[src/rtl/pow_5_arg_scheduler_pkg.sv]
// Shared constants and types for the x^5 argument scheduler.
package pow_5_arg_scheduler_pkg;

    // Constants shared with the x^5 unit.
    localparam int POW5_W       = 8;
    localparam int POW5_LATENCY = 6;   // enabled cycles from arg_vld to res_vld
    localparam int POW5_MIN_GAP = 5;

    typedef enum logic {
        ST_IDLE = 1'b0,
        ST_WAIT = 1'b1
    } sched_state_e;

    function automatic bit is_pow2(input int v);
        return (v > 0) && ((v & (v - 1)) == 0);
    endfunction

endpackage

[src/rtl/pow_5_arg_scheduler_if.sv]
// Upstream stream, enable and x^5-unit-facing signals of the scheduler.
interface pow_5_arg_scheduler_if
    import pow_5_arg_scheduler_pkg::*;
#(
    parameter int W     = POW5_W,
    parameter int DEPTH = 4
);
    logic                   clk_en;
    logic                   in_vld;
    logic                   in_rdy;
    logic [W-1:0]           in_data;
    logic                   arg_vld;
    logic [W-1:0]           n;
    logic [$clog2(DEPTH):0] level;

    modport slave  (input  clk_en, in_vld, in_data,
                    output in_rdy, arg_vld, n, level);
    modport master (output clk_en, in_vld, in_data,
                    input  in_rdy, arg_vld, n, level);
endinterface

[src/rtl/pow_5_arg_fifo.sv]
// Small synchronous FIFO with registered occupancy; memory is not reset.
module pow_5_arg_fifo #(
    parameter int W     = 8,
    parameter int DEPTH = 4
) (
    input  logic                   clk,
    input  logic                   rst,
    input  logic                   en_i,
    input  logic                   push_i,
    input  logic                   pop_i,
    input  logic [W-1:0]           wdata_i,
    output logic [W-1:0]           rdata_o,
    output logic [$clog2(DEPTH):0] level_o,
    output logic                   full_o,
    output logic                   empty_o
);
    localparam int PW = $clog2(DEPTH);
    localparam int LW = PW + 1;

    logic [W-1:0]  mem_q [DEPTH];
    logic [PW-1:0] wr_ptr_q, rd_ptr_q;
    logic [LW-1:0] level_q, level_d;
    logic          push_w, pop_w;

    assign full_o  = (level_q == LW'(DEPTH));
    assign empty_o = (level_q == '0);
    assign push_w  = en_i && push_i && !full_o;
    assign pop_w   = en_i && pop_i && !empty_o;
    assign rdata_o = mem_q[rd_ptr_q];
    assign level_o = level_q;

    // Next occupancy; simultaneous push and pop leaves it unchanged.
    always_comb begin
        level_d = level_q;
        case ({push_w, pop_w})
            2'b10:   level_d = level_q + LW'(1);
            2'b01:   level_d = level_q - LW'(1);
            default: level_d = level_q;
        endcase
    end

    // Storage write, no reset needed since reads are gated by level.
    always_ff @(posedge clk) begin
        if (push_w) begin
            mem_q[wr_ptr_q] <= wdata_i;
        end
    end

    // Pointers and occupancy; pointers wrap naturally at DEPTH.
    always_ff @(posedge clk or posedge rst) begin
        if (rst) begin
            wr_ptr_q <= '0;
            rd_ptr_q <= '0;
            level_q  <= '0;
        end else begin
            if (push_w) wr_ptr_q <= wr_ptr_q + PW'(1);
            if (pop_w)  rd_ptr_q <= rd_ptr_q + PW'(1);
            level_q <= level_d;
        end
    end
endmodule

[src/rtl/pow_5_arg_scheduler.sv]
// Buffers x^5 arguments and issues them as single-cycle arg_vld pulses spaced
// GAP enabled cycles apart, holding n stable between issues.
//
// state   | meaning
// ST_IDLE | nothing in flight; issue as soon as the FIFO holds a word
// ST_WAIT | gap running; gap_cnt counts down to 0, then issue or go idle
module pow_5_arg_scheduler
    import pow_5_arg_scheduler_pkg::*;
#(
    parameter int W     = POW5_W,
    parameter int DEPTH = 4,
    parameter int GAP   = 6
) (
    input  logic                  clk,
    input  logic                  rst,
    pow_5_arg_scheduler_if.slave  bus
);
    localparam int GCW = $clog2(GAP);

    if (GAP < POW5_MIN_GAP) begin : g_bad_gap
        $error("pow_5_arg_scheduler: GAP below the x^5 unit minimum");
    end
    if (!is_pow2(DEPTH) || DEPTH < 2) begin : g_bad_depth
        $error("pow_5_arg_scheduler: DEPTH must be a power of two >= 2");
    end

    sched_state_e         state_q;
    logic [GCW-1:0]       gap_cnt_q;
    logic                 arg_vld_q;
    logic [W-1:0]         n_q;

    logic [W-1:0]         head_w;
    logic [$clog2(DEPTH):0] level_w;
    logic                 full_w, empty_w;
    logic                 in_rdy_w, issue_w;

    // in_rdy comes from registered full, so no push ever lands on a full FIFO.
    assign in_rdy_w = !full_w && !rst;

    // The counter is loaded with GAP-1 and the decision is taken on the edge
    // where it already reads 0, giving exactly GAP enabled cycles between issues.
    assign issue_w = !empty_w && ((state_q == ST_IDLE) || (gap_cnt_q == '0));

    pow_5_arg_fifo #(.W(W), .DEPTH(DEPTH)) u_fifo (
        .clk     (clk),
        .rst     (rst),
        .en_i    (bus.clk_en),
        .push_i  (bus.in_vld && in_rdy_w),
        .pop_i   (issue_w),
        .wdata_i (bus.in_data),
        .rdata_o (head_w),
        .level_o (level_w),
        .full_o  (full_w),
        .empty_o (empty_w)
    );

    // Issue FSM with gap timer and registered arg_vld/n; n changes only on issue.
    always_ff @(posedge clk or posedge rst) begin
        if (rst) begin
            state_q   <= ST_IDLE;
            gap_cnt_q <= '0;
            arg_vld_q <= 1'b0;
            n_q       <= '0;
        end else if (bus.clk_en) begin
            arg_vld_q <= 1'b0;
            case (state_q)
                ST_IDLE: begin
                    if (issue_w) begin
                        n_q       <= head_w;
                        arg_vld_q <= 1'b1;
                        gap_cnt_q <= GCW'(GAP - 1);
                        state_q   <= ST_WAIT;
                    end
                end
                ST_WAIT: begin
                    if (gap_cnt_q != '0) begin
                        gap_cnt_q <= gap_cnt_q - GCW'(1);
                    end else if (issue_w) begin
                        n_q       <= head_w;
                        arg_vld_q <= 1'b1;
                        gap_cnt_q <= GCW'(GAP - 1);
                    end else begin
                        state_q <= ST_IDLE;
                    end
                end
                default: state_q <= ST_IDLE;
            endcase
        end
    end

    assign bus.in_rdy  = in_rdy_w;
    assign bus.arg_vld = arg_vld_q;
    assign bus.n       = n_q;
    assign bus.level   = level_w;
endmodule
[src/flat_wrapper.sv]
// flat-port wrapper written by rule: the top's interface ports become plain ports
module pow_5_arg_scheduler_flat import pow_5_arg_scheduler_pkg::*;
#(
    parameter int W     = POW5_W,
    parameter int DEPTH = 4,
    parameter int GAP   = 6
)
  (clk, rst, bus_clk_en, bus_in_vld, bus_in_data, bus_in_rdy, bus_arg_vld, bus_n, bus_level);
  pow_5_arg_scheduler_if #(.W(W), .DEPTH(DEPTH)) bus_i ();
  input  logic clk;
  input  logic rst;
  input wire logic [$bits(bus_i.clk_en)-1:0] bus_clk_en;
  input wire logic [$bits(bus_i.in_vld)-1:0] bus_in_vld;
  input wire logic [$bits(bus_i.in_data)-1:0] bus_in_data;
  output wire logic [$bits(bus_i.in_rdy)-1:0] bus_in_rdy;
  output wire logic [$bits(bus_i.arg_vld)-1:0] bus_arg_vld;
  output wire logic [$bits(bus_i.n)-1:0] bus_n;
  output wire logic [$bits(bus_i.level)-1:0] bus_level;
  assign bus_i.clk_en = bus_clk_en;
  assign bus_i.in_vld = bus_in_vld;
  assign bus_i.in_data = bus_in_data;
  assign bus_in_rdy = bus_i.in_rdy;
  assign bus_arg_vld = bus_i.arg_vld;
  assign bus_n = bus_i.n;
  assign bus_level = bus_i.level;
  pow_5_arg_scheduler #(.W(W), .DEPTH(DEPTH), .GAP(GAP)) u_core (.clk(clk), .rst(rst), .bus(bus_i));
endmodule
[config.mk]
export PLATFORM = sky130hd
export DESIGN_NAME = pow_5_arg_scheduler_flat
export DESIGN_NICKNAME = d
export VERILOG_FILES = /design/src/rtl/pow_5_arg_scheduler_pkg.sv /design/src/rtl/pow_5_arg_scheduler_if.sv /design/src/rtl/pow_5_arg_fifo.sv /design/src/rtl/pow_5_arg_scheduler.sv /design/src/flat_wrapper.sv
export SDC_FILE = /design/constraint.sdc
export NUM_CORES = 1
export LEC_CHECK = 0
export ABC_AREA = 1
export CAP_MARGIN = 20
export CORE_ASPECT_RATIO = 1.5
export CORE_UTILIZATION = 60
export DETAILED_ROUTE_END_ITERATION = 16
export GPL_TIMING_DRIVEN = 0
export PLACE_DENSITY = 0.93
export SETUP_SLACK_MARGIN = 0.4
export SYNTH_ARGS = -nofsm -noshare
export SYNTH_HDL_FRONTEND = slang
export SYNTH_HIERARCHICAL = 1
export SYNTH_SLANG_ARGS = --single-unit
[constraint.sdc]
create_clock -name clk -period 4.26 [get_ports clk]
set_clock_uncertainty 0.05 [all_clocks]
set_input_delay 0.852 -clock clk [delete_from_list [all_inputs] [get_ports clk]]
set_output_delay 0.852 -clock clk [all_outputs]
set_load 0.05 [all_outputs]
# After elaboration in Yosys (flattened, before gate mapping)
# Memory sizes are Yosys's and may differ from the RTL's.
# Index checks and enable logic that the tools add are counted.
[classes]
add_sub_neg = 5
reduce_logical = 16
eq_ne = 4
n_mux = 14
n_bitwise = 1
[ops]
columns = ["operator", "count"]
rows = [
  ["$mux 8", 2],
  ["$pmux 8 s2", 1],
  ["$pmux 3 s2", 2],
  ["$logic_and 1x1->1", 7],
  ["$logic_not 3->1", 2],
  ["$mux 3", 2],
  ["$sub 3x1->3 const B", 2],
  ["$mux 1", 5],
  ["$add 2x1->2 const B", 2],
  ["$pmux 1 s2", 2],
  ["$add 3x1->3 const B", 1],
  ["$eq 3x3->1 const B", 1],
  ["$logic_not 1->1", 3],
  ["$reduce_bool 3->1", 1],
  ["$eq 2x1->1 const B", 1],
  ["$eq 2x2->1 const B", 1],
  ["$ne 2x2->1 const B", 1],
  ["$reduce_and 2->1", 1],
  ["$reduce_bool 2->1", 1],
  ["$logic_or 1x1->1", 1],
  ["$not 1->1", 1],
]
[totals]
mem_bits_rw = 32
out_inout_bits = 13
register_bits = 20
memories = 1
elab_cells = 48
in_bits = 12
[memory_table]
columns = ["name", "depth", "width", "rd", "rd_ports_with_merged_regs", "write_ports", "line_no", "rtl"]
rows = [
  ["u_core.u_fifo.mem_q", 4, 8, 1, 0, 1, "pow_5_arg_fifo.sv:20", "logic [W-1:0] mem_q [DEPTH];"],
]

# Longest topological paths before layout
# Gate-level depths: netlist (run 1).
[depth]
ltp_word = 8
depth_mapped = 18
ltp_nobuf = 18

# Cells and area by module
# The synthesis (run 1) kept the hierarchy.
[modules_own_cells]
columns = ["mod", "seq_area_each_um2", "n_inst", "cells_each", "area_each_um2"]
rows = [
  ["pow_5_arg_fifo", 1136.1, 1, 158, 1756.7],
  ["pow_5_arg_scheduler", 325.3, 1, 74, 659.4],
]

# Worst setup path before layout (run 1)
# Ideal clock, no wire load.
[synth_path]
path_kind = "register to output"
start = "register u_core.u_fifo.level_q[0], in the netlist u_core/u_fifo/level_o[0]"
end = "output port bus_in_rdy"
path_slack_ns = 1.762
path_stages_with_launch = 5
arrival_time_ns = 1.596
t_required_ns = 3.358
path_buffers = 0
cell_sequence = "dfrtp_1 -> inv_2 -> nand3_2 -> inv_1 -> nor2_1"
[synth_via]
elab_chain_cells = 3
[synth_lines]
columns = ["element", "line_no", "rtl"]
rows = [
  ["from (decl)", "pow_5_arg_fifo.sv:22", "logic [LW-1:0] level_q, level_d;"],
  ["from (signal assigned)", "pow_5_arg_fifo.sv:58", "level_q <= level_d;"],
  ["$eq 3x3->1", "pow_5_arg_fifo.sv:25", "assign full_o = (level_q == LW'(DEPTH));"],
  ["named net u_core.full_w", "pow_5_arg_scheduler.sv:34", "logic full_w, empty_w;"],
  ["$logic_not 1->1", "pow_5_arg_scheduler.sv:38", "assign in_rdy_w = !full_w && !rst;"],
  ["$logic_and 1x1->1", "pow_5_arg_scheduler.sv:38", ""],
  ["to (decl)", "flat_wrapper.sv:15", "output wire logic [$bits(bus_i.in_rdy)-1:0] bus_in_rdy;"],
]
# The timed path passes the listed nets, and every way through them passes these cells.

# Final worst setup path (run 1)
[layout_path]
start = "input port rst"
end = "output port bus_in_rdy"
[layout_via]
elab_chain_cells = 2
[layout_lines]
columns = ["element", "line_no", "rtl"]
rows = [
  ["from (decl)", "flat_wrapper.sv:11", "input logic rst;"],
  ["$logic_not 1->1", "pow_5_arg_scheduler.sv:38", ""],
  ["$logic_and 1x1->1", "pow_5_arg_scheduler.sv:38", ""],
]
# Every way passes these cells.

==> Implementation_results.wiki, run 1 <==
{| class="wikitable"
! Metric !! Value
|-
| Die width || around 54 um
|-
| Final cycle utilization of the critical path || around three quarters
|-
| Starting utilization of the core area || approximately 64%
|-
| Final Net Count || between 200 and 300
|-
| Pin count of the biggest net entering global routing || 20
|-
| Clock network power share || between 10% and 20%
|-
| Portion of the post-synthesis area used by sequential elements || between 60% and 70%
|-
| Number of nets still failing antenna checks after routing || 0
|-
| Synth top area share || about two fifths
|-
| CP Max Fanout || 4
|-
| Number of buffers inserted by post-CTS setup repair || 0
|-
| Cell type with the highest aggregate area in the netlist || sky130_fd_sc_hd__edfxtp_1
|-
| Relative area change from synthesis to final layout || 16.21%
|-
| Buffer type at the clock tree root || sky130_fd_sc_hd__clkbuf_8
|-
| Total of hold buffers inserted after clock tree synthesis || 0
|-
| Share of post-route cells with drive strength above 1 || a little over a tenth
|-
| Largest family of logic cells by synthesized area || simple AND/OR/NAND/NOR gates
|-
| Number of buffers added by the clock tree synthesis step || 5
|-
| Non-Filler Instances || roughly 310
|-
| Syn_nets || 252
|-
| Post-synthesis instance area || around 2400 um2
|-
| Violation count after the first detailed-routing iteration || 46
|-
| Compound-gate portion of the synthesized area || roughly 5.7%
|-
| Yosys Warn Count || 6
|-
| Worst rel slew slack || 48.77%
|-
| Element type at the critical path end || primary output
|-
| Number of register bits inferred by synthesis || 52
|-
| Setup_tns || 0 ns
|-
| Total global-route track usage || 22.99%
|-
| Number of antenna violations at the first check in global routing || 0
|-
| Commonest non-fill, non-tap cells in the layout || sky130_fd_sc_hd__nand2_1, sky130_fd_sc_hd__inv_1, sky130_fd_sc_hd__edfxtp_1, sky130_fd_sc_hd__clkdlybuf4s50_1, sky130_fd_sc_hd__dfrtp_1
|-
| Part of the total power dissipated in combinational logic || between 40 and 50%
|-
| Number of diodes || 0
|-
| Sequential fraction of design power || 37.4%
|-
| Placer congestion estimate || ~0.77
|-
| Ranking of synthesized cells by area || sky130_fd_sc_hd__edfxtp_1, sky130_fd_sc_hd__dfrtp_1, sky130_fd_sc_hd__nand2_1
|-
| Worst-case vdd ir drop || approximately 0.00051 V
|-
| Multiplexer fraction of the synthesized cell area || 0%
|-
| Floorplan die area || approximately 4300 um2
|-
| Clock tree from TritonCTS || built
|-
| Post-Synthesis Mean Instance Area || between 10 and 15 um2
|-
| Actual transition at the worst max-transition pin || approximately 0.77 ns
|-
| Critical Path Source Type || input port
|-
| XOR/XNOR Fraction of Synth Area || 0.3625%
|-
| Total number of clock tree sinks || 52
|-
| Data arrival time at the worst-slack endpoint || 2.26 ns
|-
| Commonest non-fill, non-tap cell in the layout || sky130_fd_sc_hd__nand2_1
|-
| Clock latency on the worst-skew pair || 0.30 ns
|-
| Post-detailed-route wirelength per cell || 13.34 um
|-
| Net Switching || about 0.82 mW
|-
| Number of ports placed on the die boundary || 25
|-
| DPL Wire Length || around 2.9 mm
|-
| Post-Synth Adder-Cell Area || around 4.5%
|-
| Share of synthesized cell area in and, or, nand and nor gates || 19.32%
|-
| Count of mapped cells out of synthesis || 232
|-
| Vias per cell || around 5.4
|-
| Max Freq || between 0.3 and 0.4 GHz
|-
| Worst min-delay path class || reg -> reg
|-
| Total of cells resized after clock tree synthesis || 0
|-
| Run status || finished clean
|-
| Count of TritonRoute iterations in the first routing pass || 4
|-
| Kind of critical path || in -> out
|-
| Shortest period the worst path allows || between 3 and 4 ns
|-
| Internal power || around 1.1 mW
|-
| Switching Fraction || a little over two fifths
|-
| Row count || 27
|-
| Number of global-route vias before repair || 1688
|-
| Final routed DRC violation total || 0
|-
| Number of vias after detailed routing || 1663
|-
| Count of endpoints failing setup in the final report || 0
|-
| Unrepaired setup endpoints after global routing || no
|-
| Required time at the endpoint of the critical path || roughly 3.4 ns
|-
| Number of distinct library cells after synthesis || 24
|-
| Cell leakage power || about 1.3 nW
|-
| Overall die height || ~80 um
|-
| Number of fillers in the final layout || around 240
|-
| Buffer depth of the longest clock path || 2
|-
| Number of buffer cells added on primary ports || 24
|-
| Number of cells after detailed placement || around 300
|-
| Clock-pin slew on the worst setup and hold paths || approximately 0.10 ns
|-
| Final Hold Viols || 0
|-
| Placeable core region || 3750 um2
|-
| Power per standard cell area || between 600 and 700 nW/um2
|-
| Count of H-tree levels built during CTS || 2
|-
| Global-route wire length before repair || 6.906 mm
|-
| Total wirelength of the detailed-routed design || 4.095 mm
|-
| Max-slew violation count || 0
|-
| GRT overflow || 0
|-
| Max capacitance violation total || 0
|}
cell families after synthesis:
group / count (synthesis)
xor+xnor: 1
compound gates: 19
simple gates: 101
fa+ha+maj: 8
buf+inv: 51
flops: 52
through the flow:
step                      setup WS [ns]  utilization [%]  hold slack [ns]  instance area, um2  power (mW)
after global routing              1.071            74.87           0.4544                2808       2.021
final                             1.100            74.87           0.4345                2808       1.890
after detailed placement          1.089            72.27           0.4079                2710       1.601
after CTS                         1.095            74.87           0.4327                2808       1.895
after global placement            1.116            72.27           0.4055                2710       1.564
after floorplan                   1.762                -           0.3988                2416       1.356
sequential cells by signal (all words and copies together), names as in the netlist:
register                flops
u_core/u_fifo/mem_q        32
u_core/u_fifo/rd_ptr_q      2
u_core/gap_cnt_q            3
u_core/u_fifo/wr_ptr_q      2
u_core/bus.arg_vld          1
u_core/bus.n                8
u_core/state_q              1
u_core/u_fifo/level_o       3
power by group through the flow:
stage	sequential (mW)	clock [mW]	combinational, mW
floorplan	0.894	0	0.463
global placement	0.712	0	0.853
detailed placement	0.717	0	0.884
CTS	0.707	0.298	0.890
global route	0.721	0.318	0.982
finish	0.707	0.293	0.890
Yosys cell counts:
library cell,instances
sky130_fd_sc_hd__buf_2,1
sky130_fd_sc_hd__buf_4,1
sky130_fd_sc_hd__buf_6,3
sky130_fd_sc_hd__bufinv_8,1
sky130_fd_sc_hd__clkbuf_2,1
sky130_fd_sc_hd__dfrtp_1,20
sky130_fd_sc_hd__edfxtp_1,32
sky130_fd_sc_hd__fa_1,1
sky130_fd_sc_hd__ha_1,7
sky130_fd_sc_hd__inv_1,40
sky130_fd_sc_hd__inv_2,4
sky130_fd_sc_hd__nand2_1,68
sky130_fd_sc_hd__nand2_2,3
sky130_fd_sc_hd__nand2_4,1
sky130_fd_sc_hd__nand3_1,5
sky130_fd_sc_hd__nand3_2,3
sky130_fd_sc_hd__nand3_4,1
sky130_fd_sc_hd__nand4_1,11
sky130_fd_sc_hd__nor2_1,7
sky130_fd_sc_hd__nor2_2,1
sky130_fd_sc_hd__nor3b_1,1
sky130_fd_sc_hd__o211ai_1,17
sky130_fd_sc_hd__o21ai_0,2
sky130_fd_sc_hd__xnor2_1,1
final cells by class:
class                      count  area [um2]  area share (%)
sequential                    52        1461           52.05
buffer                         6       51.30           1.827
inverter                      45       182.7           6.506
timing repair buffer          24       240.2           8.556
clock buffer                   5       68.82           2.451
clock inverter                 3       28.78           1.025
tap                           43       53.80           1.916
multi-input combinational    129       720.7           25.67
per-layer routing:
| metal | vias up | part of all wire [%] | GRT usage (%) |
|---|---|---|---|
| met3 | 9 | 3.9 | 5.333 |
| met5 | - | 0 | 0 |
| met4 | 0 | 2.0 | 13.16 |
| met2 | 49 | 56 | 40.49 |
| li1 | 815 | - | - |
| met1 | 790 | 38 | 23.44 |
path summary, 6_finish.rpt:
| check | from | endpoint | slack, ns | depth (start not counted) |
|---|---|---|---|---|
| max in group asynchronous | rst | u_core/bus.n[0]$_DFFE_PP0P_ | 2.92 | 2 |
| max reg2reg | u_core/gap_cnt_q[0]$_DFFE_PP0P_ | u_core/u_fifo/level_o[2]$_DFFE_PP0P_ | 1.90 | 17 |
| max | rst | bus_in_rdy | 1.10 | 3 |
| min in group asynchronous | rst | u_core/u_fifo/level_o[0]$_DFFE_PP0P_ | 0.83 | 2 |
| min reg2reg | u_core/bus.n[5]$_DFFE_PP0P_ | u_core/bus.n[5]$_DFFE_PP0P_ | 0.43 | 2 |
| min | u_core/bus.n[5]$_DFFE_PP0P_ | u_core/bus.n[5]$_DFFE_PP0P_ | 0.43 | 2 |
worst max-delay path, stage by stage:
cell and delay [ns]:
sky130_fd_sc_hd__clkdlybuf4s50_1 0.47, sky130_fd_sc_hd__nor2_1 0.13, sky130_fd_sc_hd__clkdlybuf4s50_1 0.81
Power figures use the tool's default switching activity.
==> run 2: changes to the inputs <==
CORE_UTILIZATION = 56   (was 60)
PLACE_DENSITY = 0.88   (was 0.93)
clock period = 3.26 ns   (was 4.26 ns; I/O delays follow)
==> Implementation_results.wiki, run 2 (same netlist as run 1, synthesis figures left out) <==
{| class="wikitable"
! Metric !! Value
|-
| Overall die height || 82.45 um
|-
| Relative area change from synthesis to final layout || 16.31%
|-
| Total number of clock tree sinks || 52
|-
| Clock latency on the worst-skew pair || 0.31 ns
|-
| Fraction of the core area covered by cells at the end of the flow || 69.75%
|-
| Number of buffers inserted by post-CTS setup repair || 0
|-
| Total wirelength of the detailed-routed design || ~4.3 mm
|-
| Data arrival time at the worst-slack endpoint || about 2.0 ns
|-
| Count of H-tree levels built during CTS || 2
|-
| Clock network power share || around 16%
|-
| Max capacitance violation total || 0
|-
| Number of buffer cells added on primary ports || 24
|-
| Number of antenna violations at the first check in global routing || 0
|-
| Worst min-delay path class || reg -> reg
|-
| Number of fillers in the final layout || 294
|-
| Number of cells on the worst reg-to-reg path || 17
|-
| Number of ports placed on the die boundary || 25
|-
| Pin count of the biggest net entering global routing || 20
|-
| Number of buffers added by the clock tree synthesis step || 5
|-
| Count of TritonRoute iterations in the first routing pass || 4
|-
| Total of hold buffers inserted after clock tree synthesis || 0
|-
| GRT overflow || 0
|-
| DPL Wire Length || between 3 and 4 mm
|-
| Max FFs per register || 32
|-
| Hold endpoint || u_core/bus.n[3]$_DFFE_PP0P_
|-
| Final routed DRC violation total || 0
|-
| Required time at the endpoint of the critical path || ~2.6 ns
|-
| Commonest non-fill, non-tap cells in the layout || sky130_fd_sc_hd__nand2_1, sky130_fd_sc_hd__inv_1, sky130_fd_sc_hd__edfxtp_1, sky130_fd_sc_hd__clkdlybuf4s50_1, sky130_fd_sc_hd__dfrtp_1
|-
| Part of the total power dissipated in combinational logic || between 40 and 50%
|-
| Actual transition at the worst max-transition pin || slightly below 0.8 ns
|-
| Final Net Count || ~280
|-
| Number of nets still failing antenna checks after routing || 0
|-
| Power per standard cell area || 880.5 nW/um2
|-
| Element type at the critical path end || primary output
|-
| Critical Path Source Type || input port
|-
| Max Freq || ~0.37 GHz
|-
| Floorplan die area || 4586 um2
|-
| Die width || ~56 um
|-
| Sequential fraction of design power || ~37%
|-
| Starting utilization of the core area || between 50 and 60%
|-
| Kind of critical path || in -> out
|-
| Final cycle utilization of the critical path || 83.85%
|-
| Setup_tns || 0 ns
|-
| Sequential cell area in the final layout || roughly 1500 um2
|-
| Number of diodes || 0
|-
| Final Hold Viols || 0
|-
| Total area of multi-input combinational cells || a little over 700 um2
|-
| Worst R2R Start || u_core/gap_cnt_q[0]$_DFFE_PP0P_
|-
| Placer congestion estimate || 0.7912
|-
| Vias per cell || 5.236
|-
| Post-detailed-route wirelength per cell || between 10 and 15 um
|-
| Clock-pin slew on the worst setup and hold paths || about 0.10 ns
|-
| Origin of the worst min-delay path || u_core/bus.n[3]$_DFFE_PP0P_
|-
| End of the worst register-to-register path || u_core/u_fifo/level_o[2]$_DFFE_PP0P_
|-
| Clock tree from TritonCTS || built
|-
| Buffer depth of the longest clock path || 2
|-
| Net Switching || roughly 1.1 mW
|-
| CP Max Fanout || 4
|-
| Worst rel slew slack || approximately 48%
|-
| Worst setup slack for register-to-register paths || 0.87 ns
|-
| Total global-route track usage || between 20% and 30%
|-
| Cell area after placement || ~2700 um2
|-
| Post-route cell area || roughly 2800 um2
|-
| Violation count after the first detailed-routing iteration || 94
|-
| Run status || finished clean
|-
| Largest reg by FF count || u_core/u_fifo/mem_q
|-
| Count of endpoints failing setup in the final report || 0
|-
| Row count || 28
|-
| Max-slew violation count || 0
|-
| Worst-case vdd ir drop || 0.0006490 V
|-
| Unrepaired setup endpoints after global routing || no
|-
| Share of post-route cells with drive strength above 1 || approximately a tenth
|-
| Number of global-route vias before repair || 1582
|-
| WHS Path Cells || 2
|-
| Cell leakage power || between 1 and 1.5 nW
|-
| Shortest period the worst path allows || ~2.7 ns
|-
| Commonest non-fill, non-tap cell in the layout || sky130_fd_sc_hd__nand2_1
|-
| Worst hold slack after final layout || ~0.43 ns
|-
| Total of cells resized after clock tree synthesis || 0
|-
| Internal power || between 1 and 1.5 mW
|-
| Switching Fraction || 43.29%
|-
| Global-route wire length before repair || roughly 7.3 mm
|-
| Placeable core region || 4029 um2
|-
| Buffer type at the clock tree root || sky130_fd_sc_hd__clkbuf_8
|-
| Number of vias after detailed routing || roughly 1.6k
|}
run 2: cell count changes in the layout (fill, tap and decap cells not counted), sizes merged:
| cell | before | now |
|---|---|---|
| clkinv | 0 | 1 |
| inv | 47 | 46 |
run 2: worst max-delay path, stage by stage:
cell	delay (ns)
sky130_fd_sc_hd__clkdlybuf4s50_1	0.45
sky130_fd_sc_hd__nor2_1	0.12
sky130_fd_sc_hd__clkdlybuf4s50_1	0.80
run 2: worst max-delay path by stage:
stage / slack (ns) / cells after the start / to / from
2_1_floorplan: 0.96 / 4 / bus_in_rdy / u_core/u_fifo/level_o[0]$_DFFE_PP0P_
3_3_place_gp: 0.52 / 3 / bus_in_rdy / rst
3_5_place_dp: 0.52 / 3 / bus_in_rdy / rst
4_1_cts: 0.52 / 3 / bus_in_rdy / rst
5_1_grt: 0.47 / 3 / bus_in_rdy / rst
6_report: 0.53 / 3 / bus_in_rdy / rst
run 2: metrics by stage:
step | cells | total power [mW] | setup slack (ns)
global route | 309 | 2.632 | 0.4731
finish | 309 | 2.475 | 0.5264
detailed placement | 301 | 2.105 | 0.5243
global placement | 301 | 2.053 | 0.5233
CTS | 309 | 2.490 | 0.5180
floorplan | 232 | 1.772 | 0.9620
run 2: per-layer routing:
metal	up-vias	global-route usage [%]	part of all wire (%)
met5	-	0	0
met4	0	8.500	1.8
met3	6	3.738	3.1
met2	37	39.40	55
met1	761	24.08	40
li1	814	-	-
run 2: power groups by stage:
stage / sequential, mW / combinational (mW) / clock (mW)
6_report: 0.922 / 1.17 / 0.385
3_5_place_dp: 0.939 / 1.17 / 0
5_1_grt: 0.942 / 1.28 / 0.413
2_1_floorplan: 1.17 / 0.605 / 0
4_1_cts: 0.924 / 1.17 / 0.394
3_3_place_gp: 0.931 / 1.12 / 0
run 2: cell type report:
| type | instances | share of cell area (%) |
|---|---|---|
| repair buffers | 24 | 8.549 |
| plain buffers | 6 | 1.825 |
| well taps | 45 | 2.004 |
| multi-input cells | 129 | 25.65 |
| clock buffers | 5 | 2.449 |
| clock inverters | 3 | 1.024 |
| inverters | 45 | 6.500 |
| flip-flops and latches | 52 | 52.00 |
==> run 3: changes to the inputs <==
CORE_UTILIZATION = 50   (was 56)
PLACE_DENSITY = 0.83   (was 0.88)
clock period = 2.3 ns   (was 3.26 ns; I/O delays follow)
==> Implementation_results.wiki, run 3 (same netlist as run 1, synthesis figures left out) <==
{| class="wikitable"
! Metric !! Value
|-
| Run status || finished clean
|-
| Power per standard cell area || between 1000 and 1500 nW/um2
|-
| Kind of critical path || reg -> reg
|-
| Total wirelength of the detailed-routed design || roughly 4.9 mm
|-
| Worst rel slew slack || about two thirds
|-
| Global-route wire length before repair || approximately 8 mm
|-
| Final Net Count || ~300
|-
| Max Freq || ~0.47 GHz
|-
| Number of global-route vias before repair || 1732
|-
| Total global-route track usage || roughly 21%
|-
| Final routed DRC violation total || 0
|-
| Final Hold Viols || 0
|-
| Pin count of the biggest net entering global routing || 17
|-
| Largest reg by FF count || u_core/u_fifo/mem_q
|-
| Data arrival time at the worst-slack endpoint || around 2.3 ns
|-
| Row count || 30
|-
| CP Max Fanout || 2
|-
| Clock tree from TritonCTS || built
|-
| Max FFs per register || 32
|-
| Critical Path Source Type || flip-flop
|-
| Commonest non-fill, non-tap cell in the layout || sky130_fd_sc_hd__nand2_1
|-
| Clock-pin slew on the worst setup and hold paths || roughly 0.10 ns
|-
| Number of buffers added by the clock tree synthesis step || 5
|-
| Starting utilization of the core area || a little over half
|-
| Cell leakage power || between 1 and 1.5 nW
|-
| Number of diodes || 0
|-
| Number of fillers in the final layout || around 370
|-
| Post-route cell area || 3093 um2
|-
| Floorplan die area || approximately 5100 um2
|-
| Number of nets still failing antenna checks after routing || 0
|-
| Element type at the critical path end || flip-flop
|-
| Fraction of the core area covered by cells at the end of the flow || 67.54%
|-
| Placer congestion estimate || ~0.78
|-
| Clock latency on the worst-skew pair || about 0.31 ns
|-
| Unrepaired setup endpoints after global routing || yes
|-
| Required time at the endpoint of the critical path || approximately 2.5 ns
|-
| Number of buffer cells added on primary ports || 24
|-
| Worst min-delay path class || in -> async
|-
| Number of antenna violations at the first check in global routing || 0
|-
| Actual transition at the worst max-transition pin || between 0.4 and 0.5 ns
|-
| Max capacitance violation total || 0
|-
| Count of endpoints failing setup in the final report || 0
|-
| Number of cells after detailed placement || 320
|-
| Count of H-tree levels built during CTS || 2
|-
| Number of ports placed on the die boundary || 25
|-
| Shortest period the worst path allows || 2.146 ns
|-
| Post-detailed-route wirelength per cell || 14.15 um
|-
| Number of vias after detailed routing || between 1.5k and 2k
|-
| Non-Filler Instances || between 300 and 400
|-
| Commonest non-fill, non-tap cells in the layout || sky130_fd_sc_hd__nand2_1, sky130_fd_sc_hd__edfxtp_1, sky130_fd_sc_hd__inv_1
|-
| GRT overflow || 0
|-
| Violation count after the first detailed-routing iteration || 96
|-
| Worst setup slack for register-to-register paths || 0.15 ns
|-
| Share of post-route cells with drive strength above 1 || a little over a quarter
|-
| Buffer depth of the longest clock path || 2
|-
| Count of TritonRoute iterations in the first routing pass || 5
|-
| Worst-case vdd ir drop || roughly 0.00051 V
|-
| Placeable core region || around 4600 um2
|-
| Overall die height || around 87 um
|-
| Buffer type at the clock tree root || sky130_fd_sc_hd__clkbuf_8
|-
| Die width || between 50 and 60 um
|-
| Max-slew violation count || 0
|-
| Cell area after placement || roughly 2800 um2
|-
| Final cycle utilization of the critical path || about 93%
|-
| DPL Wire Length || 3.119 mm
|-
| Vias per cell || 4.994
|-
| Relative area change from synthesis to final layout || 28.02%
|-
| Total number of clock tree sinks || 52
|}
[run 3: cell count changes in the layout (fill, tap and decap cells not counted), moves of 6 or more]
cell	previous run	this run
sky130_fd_sc_hd__inv_2	4	11
sky130_fd_sc_hd__inv_1	40	29
sky130_fd_sc_hd__clkdlybuf4s50_1	24	10
sky130_fd_sc_hd__nor2_4	0	6
sky130_fd_sc_hd__buf_4	1	17
sky130_fd_sc_hd__nor2_1	7	1
sky130_fd_sc_hd__dlygate4sd2_1	0	12
[run 3: per-layer routing]
layer,GRT usage (%),share of wire (%),vias to the layer above,wire length [um]
li1,-,-,853,-
met1,24.38,40,796,1941
met2,35.64,53,48,2556
met3,2.823,3.2,21,155
met4,11.04,4.4,0,213
met5,0,0,-,0
[run 3: critical path, stage by stage, from the launching register on]
cell and delay (ns):
sky130_fd_sc_hd__dfrtp_1 0.40, sky130_fd_sc_hd__inv_2 0.09, sky130_fd_sc_hd__ha_4 0.14, sky130_fd_sc_hd__nand2_4 0.06, sky130_fd_sc_hd__nand2_8 0.07, sky130_fd_sc_hd__inv_6 0.04
sky130_fd_sc_hd__nor2_4 0.10, sky130_fd_sc_hd__nand2_2 0.07, sky130_fd_sc_hd__buf_4 0.13, sky130_fd_sc_hd__buf_4 0.12, sky130_fd_sc_hd__buf_4 0.12, sky130_fd_sc_hd__buf_4 0.12
sky130_fd_sc_hd__buf_4 0.13, sky130_fd_sc_hd__buf_4 0.14, sky130_fd_sc_hd__nor2_4 0.10, sky130_fd_sc_hd__nand2_1 0.07, sky130_fd_sc_hd__nand2_1 0.06, sky130_fd_sc_hd__nand2_1 0.05
[run 3: worst paths after layout]
| path | startpoint | end | cells past startpoint |
|---|---|---|---|
| min | rst | u_core/u_fifo/level_o[1]$_DFFE_PP0P_ | 2 |
| max in group asynchronous | rst | u_core/bus.n[6]$_DFFE_PP0P_ | 2 |
| min in group clk | u_core/bus.n[6]$_DFFE_PP0P_ | u_core/bus.n[6]$_DFFE_PP0P_ | 2 |
| max reg2reg | u_core/gap_cnt_q[0]$_DFFE_PP0P_ | u_core/u_fifo/rd_ptr_q[1]$_DFFE_PP0P_ | 17 |
| min reg2reg | u_core/bus.n[6]$_DFFE_PP0P_ | u_core/bus.n[6]$_DFFE_PP0P_ | 2 |
| max | u_core/gap_cnt_q[0]$_DFFE_PP0P_ | u_core/u_fifo/rd_ptr_q[1]$_DFFE_PP0P_ | 17 |
[run 3: what timing repair did]
item,in CTS,in global routing
setup endpoints to repair,47,4
setup buffers,13,3
pin swaps,0,5
hold buffers,0,0
gates resized for setup,24,17
[run 3: where the power goes]
group          internal (mW)  switching, mW  leakage [nW]
Clock                  0.323          0.301        0.0558
Sequential              1.19          0.136         0.528
Combinational          0.687           1.23         0.843
Total                   2.20           1.67          1.43
[run 3: through the flow]
step                      setup slack [ns]  total power, mW  hold slack [ns]  TNS [ns]
after floorplan                     0.2731            2.608           0.2132         0
after global placement             -0.1631            3.013           0.4057    -4.146
after detailed placement           -0.2120            3.065           0.4084    -5.958
after CTS                           0.2093            3.757           0.4263         0
after global routing               0.07412            4.099           0.1648         0
final                               0.1544            3.875           0.1223         0
[run 3: layout make-up]
class,count,area (um2),area share (%)
timing repair buffer,40,342.8,11.08
multi-input combinational,129,847.1,27.39
tap,64,80.08,2.589
sequential,52,1465,47.37
clock buffer,5,68.82,2.225
clock inverter,3,42.54,1.375
inverter,45,195.2,6.311
buffer,6,51.30,1.659
